<file path="src/rtl/decoder_3_to_8_if.sv">
// Select/decode bus for decoder_3_to_8: select code and enable in,
// decoded line word out.
interface decoder_3_to_8_if;
  logic [2:0] w;
  logic       en;
  logic [7:0] out;

  modport master (
    output w,
    output en,
    input  out
  );

  modport slave (
    input  w,
    input  en,
    output out
  );
endinterface

</file>
<file path="src/rtl/decoder_3_to_8.sv">
// Registered 3-to-8 one-hot decoder with enable and selectable output polarity.
// Reset asynchronously forces every line to its inactive level.
module decoder_3_to_8 #(
  parameter bit OUT_ACTIVE_LOW = 1'b0
) (
  input  logic              clk,
  input  logic              rst,
  decoder_3_to_8_if.slave   bus
);

  localparam logic [7:0] INACTIVE = OUT_ACTIVE_LOW ? 8'hFF : 8'h00;

  logic [7:0] hot_d;
  logic [7:0] out_d;
  logic [7:0] out_q;

  // Explicit case so an unknown select falls to the all-off default
  // rather than smearing X across several lines.
  always_comb begin
    hot_d = '0;
    if (bus.en) begin
      case (bus.w)
        3'd0:    hot_d = 8'h01;
        3'd1:    hot_d = 8'h02;
        3'd2:    hot_d = 8'h04;
        3'd3:    hot_d = 8'h08;
        3'd4:    hot_d = 8'h10;
        3'd5:    hot_d = 8'h20;
        3'd6:    hot_d = 8'h40;
        3'd7:    hot_d = 8'h80;
        default: hot_d = '0;
      endcase
    end
    out_d = OUT_ACTIVE_LOW ? ~hot_d : hot_d;
  end

  always_ff @(posedge clk or posedge rst) begin
    if (rst) begin
      out_q <= INACTIVE;
    end else begin
      out_q <= out_d;
    end
  end

  assign bus.out = out_q;

endmodule

</file>
<file path="src/flat_wrapper.sv">
// flat-port wrapper written by rule: the top's interface ports become plain ports
module decoder_3_to_8_flat 
#(
  parameter bit OUT_ACTIVE_LOW = 1'b0
)
  (clk, rst, bus_w, bus_en, bus_out);
  decoder_3_to_8_if bus_i ();
  input  logic clk;
  input  logic rst;
  input wire logic [$bits(bus_i.w)-1:0] bus_w;
  input wire logic [$bits(bus_i.en)-1:0] bus_en;
  output wire logic [$bits(bus_i.out)-1:0] bus_out;
  assign bus_i.w = bus_w;
  assign bus_i.en = bus_en;
  assign bus_out = bus_i.out;
  decoder_3_to_8 #(.OUT_ACTIVE_LOW(OUT_ACTIVE_LOW)) u_core (.clk(clk), .rst(rst), .bus(bus_i));
endmodule
</file>
<file path="config.mk">
export PLATFORM = sky130hd
export DESIGN_NAME = decoder_3_to_8_flat
export DESIGN_NICKNAME = d
export VERILOG_FILES = /design/src/rtl/decoder_3_to_8_if.sv /design/src/rtl/decoder_3_to_8.sv /design/src/flat_wrapper.sv
export SDC_FILE = /design/constraint.sdc
export NUM_CORES = 1
export LEC_CHECK = 0
export ABC_AREA = 1
export CORE_AREA = 4 4 41 43
export CTS_CLUSTER_DIAMETER = 120
export DETAILED_ROUTE_END_ITERATION = 10
export DIE_AREA = 0 0 45 47
export DONT_BUFFER_PORTS = 1
export RECOVER_POWER = 50
export SYNTH_ARGS = -nofsm -noshare
export SYNTH_HDL_FRONTEND = slang
export SYNTH_SLANG_ARGS = --single-unit
export TNS_END_PERCENT = 1
</file>
<file path="constraint.sdc">
create_clock -name clk -period 0.8 [get_ports clk]
set_clock_uncertainty 0.2 [all_clocks]
set_input_delay 0.2 -clock clk [delete_from_list [all_inputs] [get_ports clk]]
set_output_delay 0.2 -clock clk [all_outputs]
set_load 0.005 [all_outputs]
</file>
==> results of run 1 <==
repair_timing:
item	in CTS	in global routing
resized for setup	0	1
endpoints found under the hold margin	16	8
endpoints found under the setup margin	8	16
cloned	0	0
buffers inserted	0	0
layer usage:
metal | share of wire (%) | routed length [um] | vias to the layer above | global-route usage [%]
li1 | - | - | 82 | -
met1 | 32 | 149 | 77 | 5.15
met2 | 38 | 174 | 13 | 6.21
met3 | 26 | 119 | 4 | 6.13
met4 | 3.9 | 18 | 0 | 8.77
met5 | 0 | 0 | - | 0
final cells by class:
| type | count | area (um2) | area share, % |
|---|---|---|---|
| repair buffers | 1 | 10.0 | 3.14 |
| clock buffers | 3 | 22.5 | 7.06 |
| multi-input cells | 14 | 52.6 | 16.5 |
| inverters | 4 | 15.0 | 4.71 |
| well taps | 15 | 18.8 | 5.88 |
| flip-flops and latches | 8 | 200 | 62.7 |
stage by stage:
step / cells / power, uW / hold slack (ps) / area (um2)
3_3_place_gp: 41 / 459 / -156 / 287
4_1_cts: 45 / 762 / -118 / 319
6_report: 45 / 745 / -108 / 319
2_1_floorplan: 26 / 452 / -184 / 268
5_1_grt: 45 / 801 / -110 / 319
3_5_place_dp: 41 / 459 / -159 / 287
placed cells by master (no fill, tap or decap):
master,n
nor2_1,8
dfrtp_1,8
nand2_1,6
inv_1,3
clkbuf_4,3
inv_2,1
dlygate4sd3_1,1
final timing paths:
| path | startpoint | endpoint | cells past startpoint |
|---|---|---|---|
| setup / recovery | u_core.bus.out[5] | bus_out[5] | 0 |
| hold / removal | bus_w[0] | u_core.bus.out[7] | 2 |
| max in group asynchronous | rst | u_core.bus.out[3] | 2 |
| min in group asynchronous | rst | u_core.bus.out[4] | 2 |
power by group:
part	leakage [uW]	total (uW)	internal [uW]	switching [uW]
Sequential	0.000110	421	416	5.32
Clock	0.0000138	289	170	118
Combinational	0.0000493	34.6	10.9	23.6
Total	0.000173	745	597	147
logic make-up after synthesis:
group | synth area share [%]
buffers and inverters | 5.61
DFF | 74.8
and+or+nand+nor | 19.6
==> out/metrics.yaml, run 1 <==
syn_avg_cell_area_um2: 10.3
pre_cts_slack_ps: 35.9
power_leakage_uw: 0.000173
num_io_pins: 14
worst_pin_slew_ps: 153
wl_um: 462
cts_tree: "yes"
violations: "hold timing, setup timing"
synth_area_leader_cell: "dfrtp_1"
status: "finished with violations"
hp-class: "primary input to register"
cts.sinks: 8
dieWidth_um: 45
maxSlewHeadroom_pct: 89.8
overflow: 0
n_antenna_cell: 0
cts_root_buf: "clkbuf_4"
finalHoldViolations: 8
grt_use_total_pct: 5.99
period_share_pct: 128
cts_hold_buf: 1
fin_util_pct: 24.5
yosysWarnings: 0
grt_max_degree: 9
fmax_ghz: 0.978
synth-async-reset-ratio_pct: 100
synth_area_leaders: "dfrtp_1 (75%), nor2_1 (11%), nand2_1 (8.4%)"
syn_nets: 32
htreeDepth: 1
finalCriticalPeriod_ps: 1020
start_util_pct: 20.6
numCtsBuffers: 3
fp.dieArea_mm2: 0.00212
slew_viol_final: 0
synth_edf_count: 0
drt_pass1_iterations: 3
antenna_left: 0
startpoint_type: "register"
clkSlewWorstSetupHoldPaths_ps: 50
synthCells: 26
drive_above_1_share_pct: 13.3
nets: 38
grt_pass1_vias: 190
core-area_mm2: 0.00130
finalSetupViolCount: 8
largest_reg_flops: 8
max-vdd-ir-drop_v: 0.000525
synth_top_area_share_pct: 74.8
worst_slack_ps: -223
whs_ps: -108
max-cap-violations: 0
dr_total_vias: 176
syn_area_um2: 268
cp.arrival_ps: 620
critical_path_class: "register to output port"
synth_common_cells: "dfrtp_1 (8), nor2_1 (8), nand2_1 (6), inv_1 (4)"
clock_path_buffers: 2
syn_to_final_growth_pct: 19.2
dp_hpwl_um: 386
drt_iter0_markers: 3
totalNegativeSetupSlack_ps: -1750
seq_area_frac_synth_pct: 74.8
antenna_found_initial: 0
ys_ff_latch: 8
die_h_um: 47
io_buffers: 0
drt-wirelength-per-cell_um: 10.3
ys.flop_type: "dfrtp_1"
num_rows: 13
cp_max_fo: 1
drc: 0
p_per_area_mw_per_mm2: 2330
grt_pass1_wl_um: 779
nFillCells: 159
critPathRequiredTime_ps: 400
viasPerCell: 3.91
synthDistinctLibCells: 4
cp-end-kind: "output port"
gp_congestion: 0.750
rsz0062_at_grt: "yes"
No activity file was read; power rests on OpenSTA's default activity.
==> inputs of run 2 (changes only) <==
--- a/config.mk
+++ b/config.mk
@@ -11,6 +11,8 @@
 export DETAILED_ROUTE_END_ITERATION = 10
 export DIE_AREA = 0 0 45 47
 export DONT_BUFFER_PORTS = 1
+export GPL_TIMING_DRIVEN = 0
+export MAX_ROUTING_LAYER = met4
 export RECOVER_POWER = 50
 export SYNTH_ARGS = -nofsm -noshare
 export SYNTH_HDL_FRONTEND = slang
==> out/metrics.yaml, run 2 (synthesized netlist as in run 1, its figures left out) <==
status: "finished with violations"
violations: "hold timing, setup timing"
multi_input_area_um2: 52.6  # unchanged
fp.dieArea_mm2: 0.00212  # unchanged
start_util_pct: 20.6  # unchanged
num_io_pins: 14  # unchanged
drt_pass1_iterations: 2  # -1
finalSetupViolCount: 8  # unchanged
slew_viol_final: 0  # unchanged
max-vdd-ir-drop_v: 0.000534  # +1.7%
dp_hpwl_um: 422  # +9.2%
syn_to_final_growth_pct: 20.6
period_share_pct: 128  # about the same
die_h_um: 47  # unchanged
place_inst: 41  # unchanged
cts_tree: "yes"
viasPerCell: 3.80  # -2.8%
maxSlewHeadroom_pct: 88.6  # -1.2 points
dieWidth_um: 45  # unchanged
grt_use_total_pct: 7.06  # +1.1 points
dr_total_vias: 171  # -2.8%
finalCriticalPeriod_ps: 1020  # -0.663 ps
cp.arrival_ps: 620  # about the same
wl_um: 515  # +11%
seqCellArea_um2: 200  # unchanged
crit_start: "u_core.bus.out[2]"
critPathRequiredTime_ps: 400  # about the same
power_leakage_uw: 0.000169  # -2.4%
max-cap-violations: 0  # unchanged
largest_reg_flops: 8  # unchanged
nets: 38  # unchanged
p_per_area_mw_per_mm2: 2330  # about the same
overflow: 0  # unchanged
fmax_ghz: 0.979  # about the same
worst_pin_slew_ps: 171  # +17.5 ps
cts_root_buf: "clkbuf_4"
antenna_found_initial: 0  # unchanged
drt-wirelength-per-cell_um: 11.4  # +11%
cp-end-kind: "output port"
grt_max_degree: 9  # unchanged
n_antenna_cell: 0  # unchanged
cts_setup_buffers: 0  # unchanged
antenna_left: 0  # unchanged
drt_iter0_markers: 4  # +1
hp-class: "primary input to register"
cts.sinks: 8  # unchanged
min_from: "bus_w[1]"
clock_path_buffers: 2  # unchanged
worst_slack_ps: -222  # +0.663 ps
final_cell_mix: "nor2_1 (8), dfrtp_1 (8), nand2_1 (6), inv_1 (3), clkbuf_4 (3)"
fin_util_pct: 24.8  # +0.29 points
grt_pass1_vias: 213  # +12%
rsz0062_at_grt: "yes"
io_buffers: 0  # unchanged
htreeDepth: 1  # unchanged
nFillCells: 153  # -3.8%
drive_above_1_share_pct: 13.3  # unchanged
whs_ps: -106  # +2.51 ps
startpoint_type: "register"
totalNegativeSetupSlack_ps: -1760  # -6.31 ps
core-area_mm2: 0.00130  # unchanged
clkSlewWorstSetupHoldPaths_ps: 50  # about the same
stdcell_count: 45  # unchanged
gp_congestion: 0.746  # -0.53%
grt_pass1_wl_um: 890  # +14%
drc: 0  # unchanged
critical_path_class: "register to output port"
cp_max_fo: 1  # unchanged
cts_hold_buf: 1  # unchanged
numCtsBuffers: 3  # unchanged
finalHoldViolations: 8  # unchanged
num_rows: 13  # unchanged
run 2: changes by cell type in the layout (fill, tap and decap cells not counted), sizes merged:
cell,delta
clkinvlp,+1
inv,-1
run 2: area by class of cell:
cell class	instances	area share [%]
repair buffers	1	3.10
inverters	4	5.81
flip-flops and latches	8	62.0
well taps	15	5.81
clock buffers	3	6.98
multi-input cells	14	16.3
run 2: stage by stage:
step	total power, uW	hold WS (ps)	area [um2]	setup WS, ps
finish	754	-106	323	-222
detailed placement	460	-150	287	35.0
CTS	772	-118	319	-242
global placement	459	-157	287	32.5
floorplan	452	-184	268	50.7
global route	796	-102	323	-254
run 2: what timing repair did:
action / CTS / global route
setup endpoints to repair: 8 / 16
hold endpoints to repair: 16 / 8
gates cloned: 0 / 0
gates resized for setup: 0 / 1
run 2: path summary, 6_finish.rpt:
| check | end | cells after the start |
|---|---|---|
| worst min-delay path | u_core.bus.out[2] | 2 |
| max in group asynchronous | u_core.bus.out[6] | 2 |
| min in group asynchronous | u_core.bus.out[3] | 2 |
| worst max-delay path | bus_out[2] | 0 |
run 2: power by group:
part / internal (uW) / switching [uW]
logic: 11.5 / 25.8
clock network: 171 / 125
registers: 416 / 5.09
total: 598 / 156
run 2: routing by layer:
| layer | vias to the layer above | global-route usage, % | part of all wire [%] |
|---|---|---|---|
| met5 | - | - | 0 |
| met4 | 0 | 8.77 | 0 |
| met3 | 0 | 4.60 | 21 |
| met2 | 11 | 8.47 | 41 |
| met1 | 78 | 6.71 | 38 |
| li1 | 82 | - | - |
